==> src/rtl/rom_load_sequencer_if.sv <==
// Bundle of loader, CPU fetch, BRAM port and status signals for rom_load_sequencer.
// slave is the sequencer's view; master is the surrounding system's view.
interface rom_load_sequencer_if #(
    parameter int ROM_AW = 16,
    parameter int CNT_W  = 17
);
    logic              dn_download;
    logic              dn_wr;
    logic [15:0]       dn_addr;
    logic [7:0]        dn_data;
    logic              cpu_req;
    logic [ROM_AW-1:0] cpu_addr;
    logic [7:0]        cpu_data;
    logic              cpu_ack;
    logic [ROM_AW-1:0] mem_addr;
    logic [7:0]        mem_din;
    logic              mem_we;
    logic [7:0]        mem_dout;
    logic              core_reset;
    logic [CNT_W-1:0]  byte_count;
    logic [7:0]        checksum;
    logic [7:0]        drop_count;

    modport slave (
        input  dn_download, dn_wr, dn_addr, dn_data, cpu_req, cpu_addr, mem_dout,
        output cpu_data, cpu_ack, mem_addr, mem_din, mem_we,
               core_reset, byte_count, checksum, drop_count
    );

    modport master (
        output dn_download, dn_wr, dn_addr, dn_data, cpu_req, cpu_addr, mem_dout,
        input  cpu_data, cpu_ack, mem_addr, mem_din, mem_we,
               core_reset, byte_count, checksum, drop_count
    );
endinterface

==> src/rtl/rom_load_sequencer.sv <==
// ROM download / game start sequencer. Owns the program-ROM BRAM port, giving the
// HPS loader absolute priority over CPU fetches, and holds the game core in reset
// until a full image has been loaded and a settle period has elapsed.
module rom_load_sequencer #(
    parameter int ROM_AW     = 16,
    parameter int SETTLE_CYC = 1024,
    parameter int CNT_W      = 17
) (
    input  logic                 CLK,
    input  logic                 RESET_N,
    rom_load_sequencer_if.slave  bus
);
    typedef enum logic [1:0] {ST_HOLD, ST_LOAD, ST_SETTLE, ST_RUN} state_t;
    typedef enum logic [1:0] {F_IDLE, F_ADDR, F_DATA} fetch_t;

    localparam int              SW          = (SETTLE_CYC > 1) ? $clog2(SETTLE_CYC) : 1;
    localparam logic [SW-1:0]   SETTLE_LAST = SW'(SETTLE_CYC - 1);
    localparam logic [16:0]     ADDR_LIMIT  = 17'(1) << ROM_AW;

    state_t            r_state, w_state_next;
    fetch_t            r_fetch, w_fetch_next;
    logic              r_dl_prev;
    logic [SW-1:0]     r_settle_cnt;

    logic [ROM_AW-1:0] r_mem_addr;
    logic [7:0]        r_mem_din;
    logic              r_mem_we;
    logic [7:0]        r_cpu_data;
    logic              r_cpu_ack;
    logic              r_core_reset;
    logic [CNT_W-1:0]  r_byte_count;
    logic [7:0]        r_checksum;
    logic [7:0]        r_drop_count;

    logic              w_dl_fall;
    logic              w_settle_done;
    logic              w_enter_load;
    logic              w_wr_accept;
    logic              w_wr_in_range;
    logic              w_fetch_accept;
    logic              w_fetch_done;

    assign w_dl_fall      = r_dl_prev & ~bus.dn_download;
    assign w_settle_done  = (r_settle_cnt == SETTLE_LAST);
    assign w_enter_load   = (w_state_next == ST_LOAD) && (r_state != ST_LOAD);
    assign w_wr_accept    = (r_state == ST_LOAD) && bus.dn_wr;
    assign w_wr_in_range  = ({1'b0, bus.dn_addr} < ADDR_LIMIT);
    assign w_fetch_accept = (r_fetch == F_IDLE) && (w_fetch_next == F_ADDR);
    assign w_fetch_done   = (r_fetch == F_DATA) && (w_fetch_next == F_IDLE) && (r_state == ST_RUN)
                            && (w_state_next == ST_RUN);

    // Top-level state register plus download level history for fall detection.
    always_ff @(posedge CLK or negedge RESET_N) begin
        if (!RESET_N) begin
            r_state   <= ST_HOLD;
            r_fetch   <= F_IDLE;
            r_dl_prev <= 1'b0;
        end else begin
            r_state   <= w_state_next;
            r_fetch   <= w_fetch_next;
            r_dl_prev <= bus.dn_download;
        end
    end

    // Next state: a new download preempts everything; a write coinciding with the fall still lands.
    always_comb begin
        w_state_next = r_state;
        case (r_state)
            ST_HOLD:   if (bus.dn_download) w_state_next = ST_LOAD;
            ST_LOAD:   if (w_dl_fall)       w_state_next = ST_SETTLE;
            ST_SETTLE: begin
                if (bus.dn_download)    w_state_next = ST_LOAD;
                else if (w_settle_done) w_state_next = ST_RUN;
            end
            ST_RUN:    if (bus.dn_download) w_state_next = ST_LOAD;
            default:   w_state_next = ST_HOLD;
        endcase
    end

    // Fetch sequencer: address cycle, data cycle, then idle; leaving RUN aborts silently.
    always_comb begin
        w_fetch_next = r_fetch;
        if ((r_state != ST_RUN) || (w_state_next != ST_RUN)) begin
            w_fetch_next = F_IDLE;
        end else begin
            case (r_fetch)
                F_IDLE:  if (bus.cpu_req) w_fetch_next = F_ADDR;
                F_ADDR:  w_fetch_next = F_DATA;
                F_DATA:  w_fetch_next = F_IDLE;
                default: w_fetch_next = F_IDLE;
            endcase
        end
    end

    // Settle timer runs only while staying in SETTLE and restarts from zero on every entry.
    always_ff @(posedge CLK or negedge RESET_N) begin
        if (!RESET_N) begin
            r_settle_cnt <= '0;
        end else if ((r_state == ST_SETTLE) && (w_state_next == ST_SETTLE)) begin
            r_settle_cnt <= r_settle_cnt + SW'(1);
        end else begin
            r_settle_cnt <= '0;
        end
    end

    // Core reset tracks the registered state: released only while running.
    always_ff @(posedge CLK or negedge RESET_N) begin
        if (!RESET_N) r_core_reset <= 1'b1;
        else          r_core_reset <= (w_state_next != ST_RUN);
    end

    // Load statistics, cleared on the cycle LOAD is entered.
    always_ff @(posedge CLK or negedge RESET_N) begin
        if (!RESET_N) begin
            r_byte_count <= '0;
            r_checksum   <= '0;
            r_drop_count <= '0;
        end else if (w_enter_load) begin
            r_byte_count <= '0;
            r_checksum   <= '0;
            r_drop_count <= '0;
        end else if (w_wr_accept) begin
            if (w_wr_in_range) begin
                r_byte_count <= r_byte_count + CNT_W'(1);
                r_checksum   <= r_checksum + bus.dn_data;
            end else if (r_drop_count != 8'hFF) begin
                r_drop_count <= r_drop_count + 8'd1;
            end
        end
    end

    // Shared BRAM port and CPU return path; loader writes and fetches never overlap in state.
    always_ff @(posedge CLK or negedge RESET_N) begin
        if (!RESET_N) begin
            r_mem_addr <= '0;
            r_mem_din  <= '0;
            r_mem_we   <= 1'b0;
            r_cpu_data <= '0;
            r_cpu_ack  <= 1'b0;
        end else begin
            r_mem_we  <= 1'b0;
            r_cpu_ack <= 1'b0;
            if (w_wr_accept && w_wr_in_range) begin
                r_mem_we   <= 1'b1;
                r_mem_addr <= bus.dn_addr[ROM_AW-1:0];
                r_mem_din  <= bus.dn_data;
            end else if (w_fetch_accept) begin
                r_mem_addr <= bus.cpu_addr;
            end
            if (w_fetch_done) begin
                r_cpu_data <= bus.mem_dout;
                r_cpu_ack  <= 1'b1;
            end
        end
    end

    assign bus.mem_addr   = r_mem_addr;
    assign bus.mem_din    = r_mem_din;
    assign bus.mem_we     = r_mem_we;
    assign bus.cpu_data   = r_cpu_data;
    assign bus.cpu_ack    = r_cpu_ack;
    assign bus.core_reset = r_core_reset;
    assign bus.byte_count = r_byte_count;
    assign bus.checksum   = r_checksum;
    assign bus.drop_count = r_drop_count;
endmodule

==> src/flat_wrapper.sv <==
// flat-port wrapper written by rule: the top's interface ports become plain ports
module rom_load_sequencer_flat 
#(
    parameter int ROM_AW     = 16,
    parameter int SETTLE_CYC = 1024,
    parameter int CNT_W      = 17
)
  (CLK, RESET_N, bus_dn_download, bus_dn_wr, bus_dn_addr, bus_dn_data, bus_cpu_req, bus_cpu_addr, bus_mem_dout, bus_cpu_data, bus_cpu_ack, bus_mem_addr, bus_mem_din, bus_mem_we, bus_core_reset, bus_byte_count, bus_checksum, bus_drop_count);
  rom_load_sequencer_if #(.ROM_AW(ROM_AW), .CNT_W(CNT_W)) bus_i ();
  input  logic CLK;
  input  logic RESET_N;
  input wire logic [$bits(bus_i.dn_download)-1:0] bus_dn_download;
  input wire logic [$bits(bus_i.dn_wr)-1:0] bus_dn_wr;
  input wire logic [$bits(bus_i.dn_addr)-1:0] bus_dn_addr;
  input wire logic [$bits(bus_i.dn_data)-1:0] bus_dn_data;
  input wire logic [$bits(bus_i.cpu_req)-1:0] bus_cpu_req;
  input wire logic [$bits(bus_i.cpu_addr)-1:0] bus_cpu_addr;
  input wire logic [$bits(bus_i.mem_dout)-1:0] bus_mem_dout;
  output wire logic [$bits(bus_i.cpu_data)-1:0] bus_cpu_data;
  output wire logic [$bits(bus_i.cpu_ack)-1:0] bus_cpu_ack;
  output wire logic [$bits(bus_i.mem_addr)-1:0] bus_mem_addr;
  output wire logic [$bits(bus_i.mem_din)-1:0] bus_mem_din;
  output wire logic [$bits(bus_i.mem_we)-1:0] bus_mem_we;
  output wire logic [$bits(bus_i.core_reset)-1:0] bus_core_reset;
  output wire logic [$bits(bus_i.byte_count)-1:0] bus_byte_count;
  output wire logic [$bits(bus_i.checksum)-1:0] bus_checksum;
  output wire logic [$bits(bus_i.drop_count)-1:0] bus_drop_count;
  assign bus_i.dn_download = bus_dn_download;
  assign bus_i.dn_wr = bus_dn_wr;
  assign bus_i.dn_addr = bus_dn_addr;
  assign bus_i.dn_data = bus_dn_data;
  assign bus_i.cpu_req = bus_cpu_req;
  assign bus_i.cpu_addr = bus_cpu_addr;
  assign bus_i.mem_dout = bus_mem_dout;
  assign bus_cpu_data = bus_i.cpu_data;
  assign bus_cpu_ack = bus_i.cpu_ack;
  assign bus_mem_addr = bus_i.mem_addr;
  assign bus_mem_din = bus_i.mem_din;
  assign bus_mem_we = bus_i.mem_we;
  assign bus_core_reset = bus_i.core_reset;
  assign bus_byte_count = bus_i.byte_count;
  assign bus_checksum = bus_i.checksum;
  assign bus_drop_count = bus_i.drop_count;
  rom_load_sequencer #(.ROM_AW(ROM_AW), .SETTLE_CYC(SETTLE_CYC), .CNT_W(CNT_W)) u_core (.CLK(CLK), .RESET_N(RESET_N), .bus(bus_i));
endmodule
==> config.mk <==
export PLATFORM = sky130hd
export DESIGN_NAME = rom_load_sequencer_flat
export DESIGN_NICKNAME = d
export VERILOG_FILES = /design/src/rtl/rom_load_sequencer_if.sv /design/src/rtl/rom_load_sequencer.sv /design/src/flat_wrapper.sv
export SDC_FILE = /design/constraint.sdc
export NUM_CORES = 1
export LEC_CHECK = 0
export ABC_CLOCK_PERIOD_IN_PS = 3200
export BUFFER_PORTS_ARGS = -buffer_cell sky130_fd_sc_hd__buf_4
export CELL_PAD_IN_SITES_DETAIL_PLACEMENT = 0
export CELL_PAD_IN_SITES_GLOBAL_PLACEMENT = 1
export CORE_MARGIN = 3
export CORE_UTILIZATION = 33
export CTS_CLUSTER_DIAMETER = 120
export DETAILED_ROUTE_END_ITERATION = 10
export PLACE_DENSITY_LB_ADDON = 0.15
export SETUP_SLACK_MARGIN = 0.4
export SYNTH_ARGS = -nofsm -noshare
export SYNTH_HDL_FRONTEND = slang
export SYNTH_SLANG_ARGS = --single-unit
export TNS_END_PERCENT = 5
==> constraint.sdc <==
create_clock -name CLK -period 3.2 [get_ports CLK]
set_input_delay 0.32 -clock CLK [delete_from_list [all_inputs] [get_ports CLK]]
set_output_delay 0.32 -clock CLK [all_outputs]
set_load 0.02 [all_outputs]
==> results of run 1 <==
==> area by class of cell <==
type                       count  area, sq um  share of cell area, %
sequential                    75         1880                   39.3
multi-input combinational    258         1630                   34.0
timing repair buffer         116          871                   18.2
tap                          136          170                   3.56
clock buffer                  11          151                   3.17
clock inverter                 5         60.1                   1.26
inverter                       7         26.3                  0.549
==> worst paths after layout <==
check	slack, ns	end	depth (start not counted)
max	0.74	u_core.bus.cpu_data[1]	9
min	0.11	u_core.bus.cpu_data[0]	1
max reg2reg	0.74	u_core.bus.cpu_data[1]	9
min reg2reg	0.46	u_core.r_fetch[1]	1
max in group asynchronous	2.45	u_core.bus.byte_count[2]	1
min in group CLK	0.14	u_core.r_dl_prev	1
==> cells in the mapped netlist (2+ instances only) <==
cell type,n
xor2_1,19
nand3_1,13
buf_2,2
dfrtp_1,74
and3_1,5
nor3b_1,2
buf_4,9
a21oi_1,20
nor2_1,53
mux2i_1,17
mux2_1,8
xnor2_1,10
o21ai_0,5
a21o_1,3
nand4_1,4
ha_1,12
nand2_1,53
clkbuf_1,3
buf_6,3
dlygate4sd3_1,2
and4_1,2
or3_1,2
o22ai_1,6
inv_1,6
==> stage by stage <==
step / power (mW) / cells
floorplan: 2.32 / 361
global placement: 2.86 / 592
detailed placement: 2.87 / 592
CTS: 3.66 / 608
global route: 3.86 / 608
finish: 3.59 / 608
==> report_power, final <==
part / switching (mW) / internal (mW) / leakage, nW / total (mW)
clock network: 0.360 / 0.406 / 0.106 / 0.766
logic: 0.890 / 0.617 / 1.28 / 1.51
registers: 0.155 / 1.17 / 0.970 / 1.32
total: 1.41 / 2.19 / 2.35 / 3.59
==> worst max-delay path, stage by stage, from the launching register on <==
cell	delay (ns)
dfrtp_1	0.47
inv_1	0.07
ha_1	0.33
nor2_1	0.07
o311a_1	0.34
o2bb2ai_2	0.19
nand3_1	0.12
nor3b_1	0.21
buf_4	0.21
mux2_1	0.34
==> registers in the layout (all words and copies together) (netlist names), 2 cells and up <==
name                   cells
u_core.bus.byte_count     17
u_core.bus.checksum        8
u_core.bus.cpu_data        8
u_core.bus.mem_addr       16
u_core.bus.mem_din         8
u_core.r_fetch             2
u_core.r_settle_cnt       10
u_core.r_state             2
==> cells by family after synthesis <==
| family | count (synthesis) | share of synthesized area [%] |
|---|---|---|
| compound gates | 44 | 7.89 |
| xor+xnor | 29 | 6.90 |
| fa+ha+maj | 13 | 4.63 |
| buf+inv | 28 | 5.51 |
| flops | 75 | 51.1 |
| mux | 25 | 7.07 |
| other cells | 1 | 0.102 |
| simple gates | 139 | 16.8 |
==> per-layer routing <==
metal / part of all wire, % / track usage [%] / up-vias
li1: - / - / 1406
met1: 47 / 18.4 / 1329
met2: 46 / 21.8 / 78
met3: 6.2 / 4.40 / 8
met4: 1.1 / 3.89 / 0
met5: 0 / 0 / -
==> cell usage in the layout (no fill, tap or decap), drive strengths merged, types with 2 or more instances in the layout <==
cell      n
or3       2
a21oi    20
conb      8
ha       12
mux2i    17
nor3b     2
clkinv    2
mux2      8
clkbuf   11
nand3    13
o21ai     5
o22ai     6
xnor2    10
dfrtp    74
nand2    53
and4      2
inv       8
and3      5
nand4     5
xor2     19
a21o      3
buf     116
nor2     53
==> metrics.csv, run 1 <==
metric;value;unit
top-area cell type share of the netlist area;50.3;%
Crit Path Category;flip-flop to flip-flop;
fin crit period;2.46;ns
placed cell areas;0.00457;sq mm
final worst-path cycle share;76.8;%
Post-DP HPWL;6050;um
Initial Util;34.7;%
cts hold-fix bufs;0;
DRT Pass-1 Iters;4;
post_cts resized;0;
GRT Total Usage;13.8;%
syn_area_per_cell;10.4;sq um
Pwr per Cell Area;751;mW/mm^2
I/O Buffers;112;
Worst VDD drop;0.000387;V
Cells after Synth;354;
TritonCTS clock tree;done;
post-CTS setup buffers;0;
f_max;407;MHz
# IOs;121;
fin. max-slew vios;0;
ys async rst share;100;%
layout cell share with drive strength beyond 1;29.7;%
top post-synthesis cells by area;dfrtp_1 50%, nand2_1 5.4%, nor2_1 5.4%;
vias in the first global route;2829;
vias per cell;4.64;
CP arrival;2.69;ns
Seq/Total Area, Yosys;51.1;%
maximum root-to-sink buffer count;2;
Worst-Margin Slew;0.966;ns
Final ANT Viol Nets;0;
antenna cell count;0;
crit path capture type;flip-flop;
FF-to-FF Start;u_core.r_state[0];
fillers;1039;
Final setup violation count;0;
Finished Core Util;45.1;%
routability cong.;0.722;
largest net degree at the start of global routing;76;
Congestion Overflow GR;0;
DRC viols;0;
RSZ-0062 raised after global routing;false;
total number of vias;2821;
initial antenna violation count;0;
max-cap viol count;0;
ys flop type;dfrtp_1;
Yosys top cell by area;dfrtp_1;
Max H-tree Level;3;
total CTS buffers;9;
Synth Register Bits;75;
hold crit path type;primary input to async pin;
Rows;37;
Final Hold Vio Count;0;
Yosys cell types;45;
Clock Sink Count;75;
Die H;112;um
first-pass GRT wire length;14200;um
Clock Skew;0.0140;ns
area of the core;0.0106;sq mm
Final Worst Setup Slack;0.741;ns
post-route cell area;0.00478;sq mm
Die W;112;um
WL per Instance;13.8;um
Max FO, Critical Path;9;
CP startpoint;u_core.r_state[0];
Lkg Pwr;2.35;nW
DIE AREA;0.0125;sq mm
setup_tns;0;ns
Layout area overhead;30.0;%
EDFF count, synth;0;
CP startpoint kind;flip-flop;
# nets final;533;
DP Worst Slack;0.723;ns
clk_lat worst skew;0.35;ns
CP required;3.43;ns
Fin Hold WS;0.113;ns
DR iter-0 viols;67;
slew margin rel.;35.6;%
root buf cell;clkbuf_8;
clock-pin slew of the registers on the worst-case setup and hold paths;0.08;ns
status;completed;
Syn. warnings;0;
final wirelength;8370;um
Mapped Area;0.00368;sq mm
(Power assumes the default switching activity.)
==> run 2, diff against run 1 <==
- ABC_CLOCK_PERIOD_IN_PS: 3200 -> 2400
- clock period: 3.2 -> 2.4 ns (I/O delays scaled with it)
==> metrics.csv, run 2 (synthesis results as in run 1) <==
metric;value;unit;change
Die W;112;um;unchanged
TritonCTS clock tree;done;;
DIE AREA;0.0125;sq mm;unchanged
Pwr per Cell Area;991;mW/mm^2;+32%
root buf cell;clkbuf_8;;
commonest non-fill, non-tap cell in the layout;buf_4;;
vias in the first global route;2930;;+3.6%
Final ANT Viol Nets;0;;unchanged
total number of vias;2938;;+4.1%
max reg flops;17;;unchanged
total CTS buffers;9;;unchanged
crit-path cells;inv_2 -> ha_4 -> buf_4 -> or3_1 -> o221ai_2 -> o2bb2ai_2 -> nand3_2 -> nor3b_4 -> buf_6 -> mux2_4;;
Congestion Overflow GR;0;;unchanged
Final Hold Vio Count;0;;unchanged
Final setup violation count;0;;unchanged
Clock Sink Count;75;;unchanged
Clock Skew;0.0130;ns;-0.00102 ns
Worst-Margin Slew;0.574;ns;-0.392 ns
clk_lat worst skew;0.35;ns;about the same
PnR Total Power;5.00;mW;+39%
antenna cell count;0;;unchanged
GRT Total Usage;15.0;%;+1.1 points
Finished Core Util;47.5;%;+2.4 points
CP required;2.63;ns;-0.80 ns
reg2reg path depth;10;;+1
WL per Instance;14.6;um;+5.7%
most frequent cells in the layout;132 x buf_4, 72 x dfrtp_1, 52 x nand2_1, 52 x nor2_1, 20 x a21oi_1;;
f_max;437;MHz;+7.5%
Hold Path Stages;1;;
Initial Util;34.7;%;unchanged
DRC viols;0;;unchanged
r2r endpoint;u_core.bus.cpu_data[2];;
Max FO, Critical Path;5;;-4
FF-to-FF Start;u_core.r_state[0];;
final wirelength;9140;um;+9.2%
final worst-path cycle share;95.3;%;+18 points
Hold EP;u_core.r_dl_prev;;
crit path capture type;flip-flop;;
Max H-tree Level;3;;unchanged
fillers;1042;;+0.29%
layout cell share with drive strength beyond 1;35.8;%;+6.1 points
DR iter-0 viols;154;;+130%
Largest stage delay, worst path;0.41;ns;-0.06 ns
Rows;37;;unchanged
Post-DP HPWL;6350;um;+4.9%
Hold Crit Start;bus_dn_download;;
first-pass GRT wire length;15000;um;+5.6%
# IOs;121;;unchanged
largest net degree at the start of global routing;57;;-25%
RSZ-0062 raised after global routing;true;;
fin crit period;2.29;ns;-0.171 ns
CP arrival;2.52;ns;-0.17 ns
R2R Setup Slk;0.11;ns;-0.63 ns
CP startpoint kind;flip-flop;;
fin. max-slew vios;0;;unchanged
setup_tns;0;ns;unchanged
maximum root-to-sink buffer count;2;;unchanged
Die H;112;um;unchanged
Lkg Pwr;2.44;nW;+3.8%
slew margin rel.;61.7;%;+26 points
area of the core;0.0106;sq mm;unchanged
Crit Path Category;flip-flop to flip-flop;;
clock-pin slew of the registers on the worst-case setup and hold paths;0.08;ns;about the same
CP max-delay cell;dfrtp_2;;
# nets final;554;;+3.9%
Worst VDD drop;0.000421;V;+8.9%
initial antenna violation count;0;;unchanged
DRT Pass-1 Iters;4;;unchanged
vias per cell;4.68;;+0.83%
hold crit path type;primary input to flip-flop;;
Layout area overhead;37.0;%;
status;completed;;
I/O Buffers;112;;unchanged
routability cong.;0.722;;about the same
max-cap viol count;0;;unchanged
-- run 2: changes by cell type in the layout (fill, tap and decap cells not counted), moves of 3 or more --
cell	delta
mux2_1	-5
ha_1	-3
buf_4	+16
mux2_4	+5
ha_4	+3
-- run 2: worst max-delay path, delay by kind of cell, from the launching register on --
kind,cells,cell delay (ns)
and+or+nand+nor,3,0.52
DFF,1,0.41
buffers and inverters,3,0.34
AOI/OAI and AO/OA,2,0.34
muxes,1,0.30
adders and majority gates,1,0.26
-- run 2: worst max path at each step --
stage / start / end / slack [ns]
after floorplan: u_core.r_state[1] / u_core.bus.cpu_data[0] / 0.27
after global placement: u_core.r_state[0] / u_core.bus.cpu_data[4] / 0.12
after detailed placement: u_core.r_state[0] / u_core.bus.cpu_data[2] / 0.1
after CTS: u_core.r_state[0] / u_core.bus.cpu_data[2] / 0.16
after global routing: u_core.r_state[0] / u_core.bus.cpu_data[2] / 0.01
final: u_core.r_state[0] / u_core.bus.cpu_data[2] / 0.11
-- run 2: area by class of cell --
type | count | area (sq um) | area share, %
inverter | 7 | 26.3 | 0.521
clock inverter | 6 | 67.6 | 1.34
timing repair buffer | 137 | 1060 | 21.1
sequential | 75 | 1880 | 37.3
tap | 136 | 170 | 3.38
clock buffer | 9 | 124 | 2.46
multi-input combinational | 258 | 1710 | 33.9
-- run 2: stage by stage --
stage / cells / setup slack, ns / hold slack (ns) / area, sq um
2_1_floorplan: 361 / 0.268 / -0.0556 / 3720
5_1_grt: 628 / 0.0148 / 0.0544 / 5040
3_3_place_gp: 596 / 0.124 / 0.226 / 4630
6_report: 628 / 0.112 / 0.0655 / 5040
4_1_cts: 622 / 0.162 / 0.0442 / 4950
3_5_place_dp: 596 / 0.0955 / 0.237 / 4630
-- run 2: where the power goes --
| group | internal [mW] | switching (mW) | leakage [nW] |
|---|---|---|---|
| registers | 1.56 | 0.205 | 0.967 |
| logic | 0.997 | 1.27 | 1.38 |
| clock network | 0.476 | 0.494 | 0.0913 |
| total | 3.03 | 1.97 | 2.44 |
-- run 2: what timing repair did --
item                                   4_1_cts  5_1_grt
endpoints found under the hold margin       30        0
gates cloned                                 1        0
setup endpoints to repair                   46       61
pin swaps                                    2        8
hold buffers                                 1        0
setup buffers                                9        6
resized for setup                            7       14
-- run 2: metal layers --
| metal | GRT usage (%) | vias up | routed length (um) |
|---|---|---|---|
| li1 | - | 1442 | - |
| met1 | 19.8 | 1399 | 4010 |
| met2 | 24.6 | 84 | 4540 |
| met3 | 3.15 | 13 | 442 |
| met4 | 4.87 | 0 | 145 |
| met5 | 0 | - | 0 |
==> run 3, diff against run 2 <==
- MAX_ROUTING_LAYER: default -> met4
==> metrics.csv, run 3 (synthesis results as in run 1) <==
metric;value;unit;change
Finished Core Util;47.5;%;unchanged
clk_lat worst skew;0.34;ns;about the same
max reg flops;17;;unchanged
Max H-tree Level;3;;unchanged
R2R Setup Slk;0.11;ns;about the same
crit path capture type;flip-flop;;
first-pass GRT wire length;15000;um;about the same
Initial Util;34.7;%;unchanged
max-cap viol count;0;;unchanged
# placed instances;596;;unchanged
critical path endpoint;u_core.bus.cpu_data[7];;
Die W;112;um;unchanged
WL per Instance;14.6;um;about the same
layout cell share with drive strength beyond 1;35.8;%;unchanged
Crit Path Category;flip-flop to flip-flop;;
FF-to-FF Start;u_core.r_state[0];;
Worst-Margin Slew;0.565;ns;-0.00953 ns
Rows;37;;unchanged
CP arrival;2.51;ns;about the same
hold crit path type;primary input to flip-flop;;
total number of vias;2913;;-0.85%
setup_tns;0;ns;unchanged
Post-DP HPWL;6350;um;unchanged
Clock Sink Count;75;;unchanged
Die H;112;um;unchanged
Congestion Overflow GR;0;;unchanged
final wirelength;9140;um;about the same
I/O Buffers;112;;unchanged
sequential share of power;35.4;%;about the same
Lkg Pwr;2.44;nW;unchanged
routability cong.;0.731;;+1.2%
Clock Skew;0.00919;ns;-0.00384 ns
clock group share of total power;19.3;%;about the same
Worst VDD drop;0.000420;V;-0.13%
Max FO, Critical Path;5;;unchanged
slew margin rel.;62.3;%;+0.64 points
vias per cell;4.64;;-0.85%
fin crit period;2.29;ns;-0.00169 ns
antenna cell count;0;;unchanged
CP startpoint kind;flip-flop;;
DR iter-0 viols;141;;-8.4%
GRT Total Usage;15.4;%;+0.43 points
r2r endpoint;u_core.bus.cpu_data[7];;
DIE AREA;0.0125;sq mm;unchanged
total CTS buffers;9;;unchanged
DRT Pass-1 Iters;4;;unchanged
Layout area overhead;37.0;%;unchanged
# nets final;554;;unchanged
most frequent cells in the layout;132 x buf_4, 72 x dfrtp_1, 52 x nand2_1, 52 x nor2_1, 20 x a21oi_1;;
commonest non-fill, non-tap cell in the layout;buf_4;;
fillers;1042;;unchanged
# IOs;121;;unchanged
DRC viols;0;;unchanged
largest net degree at the start of global routing;57;;unchanged
Final setup violation count;0;;unchanged
fin. max-slew vios;0;;unchanged
root buf cell;clkbuf_8;;
status;completed;;
clock-pin slew of the registers on the worst-case setup and hold paths;0.07;ns;about the same
Sw Pwr;1.96;mW;-0.56%
maximum root-to-sink buffer count;2;;unchanged
TritonCTS clock tree;done;;
initial antenna violation count;0;;unchanged
vias in the first global route;2937;;+0.24%
Final ANT Viol Nets;0;;unchanged
RSZ-0062 raised after global routing;true;;
f_max;437;MHz;about the same
non-filler cells in the finished layout;628;;unchanged
Power Internal;3.03;mW;about the same
Comb pwr share;45.4;%;about the same
CP required;2.62;ns;about the same
CP startpoint;u_core.r_state[0];;
area of the core;0.0106;sq mm;unchanged
switch share;39.2;%;-0.14 points
reg2reg path depth;10;;unchanged
final worst-path cycle share;95.3;%;about the same
Pwr per Cell Area;989;mW/mm^2;-0.22%
Final Hold Vio Count;0;;unchanged
run 3: cell counts in the layout (fill, tap and decap cells not counted):
Identical to the previous run, type by type.
run 3: cell type report:
| cell class | instances | area (sq um) | share of cell area, % |
|---|---|---|---|
| clock inverters | 6 | 67.6 | 1.34 |
| repair buffers | 137 | 1060 | 21.1 |
| well taps | 136 | 170 | 3.38 |
| multi-input cells | 258 | 1710 | 33.9 |
| flip-flops and latches | 75 | 1880 | 37.3 |
| clock buffers | 9 | 124 | 2.46 |
| inverters | 7 | 26.3 | 0.521 |
run 3: through the flow:
stage	setup slack, ns	total power [mW]	instance area, sq um	hold WS, ns
6_report	0.114	4.98	5040	0.0709
5_1_grt	0.0146	5.36	5040	0.0587
4_1_cts	0.162	4.99	4950	0.0442
3_5_place_dp	0.0955	3.88	4630	0.237
3_3_place_gp	0.124	3.85	4630	0.226
2_1_floorplan	0.268	3.12	3720	-0.0556
run 3: what timing repair did:
| action | in CTS | in global routing |
|---|---|---|
| setup endpoints to repair | 46 | 61 |
| pin swaps | 2 | 8 |
| gates cloned | 1 | 0 |
| setup buffers | 9 | 6 |
| hold endpoints to repair | 30 | 0 |
| gates resized for setup | 7 | 14 |
| hold buffers | 1 | 0 |
run 3: worst max-delay path, cell delays in order, from the launching register on:
cell and delay [ns]:
dfrtp_2 0.41, inv_2 0.05, ha_4 0.26, buf_4 0.11, or3_1 0.12, o221ai_2 0.12, o2bb2ai_2 0.22, nand3_2 0.14
nor3b_4 0.26, buf_6 0.17, mux2_4 0.30
run 3: worst min-delay path by stage:
stage	endpoint	cells past startpoint	from
final	u_core.r_dl_prev	1	bus_dn_download
after global placement	u_core.r_settle_cnt[5]	1	RESET_N
after detailed placement	u_core.r_settle_cnt[5]	1	RESET_N
after CTS	u_core.r_dl_prev	1	bus_dn_download
after global routing	u_core.r_dl_prev	1	bus_dn_download
after floorplan	u_core.bus.byte_count[0]	0	RESET_N
run 3: power groups by stage:
stage | combinational [mW] | sequential (mW) | clock (mW)
after floorplan | 1.04 | 2.08 | 0
after global placement | 2.07 | 1.78 | 0
after detailed placement | 2.09 | 1.79 | 0
after CTS | 2.22 | 1.77 | 1.01
after global routing | 2.49 | 1.81 | 1.06
final | 2.26 | 1.76 | 0.960
run 3: metal layers:
layer	part of all wire (%)	wire [um]	track usage, %	up-vias
li1	-	-	-	1439
met1	44	4060	20.0	1389
met2	50	4570	24.5	75
met3	4.3	393	2.50	10
met4	1.2	110	5.35	0
met5	0	0	-	-
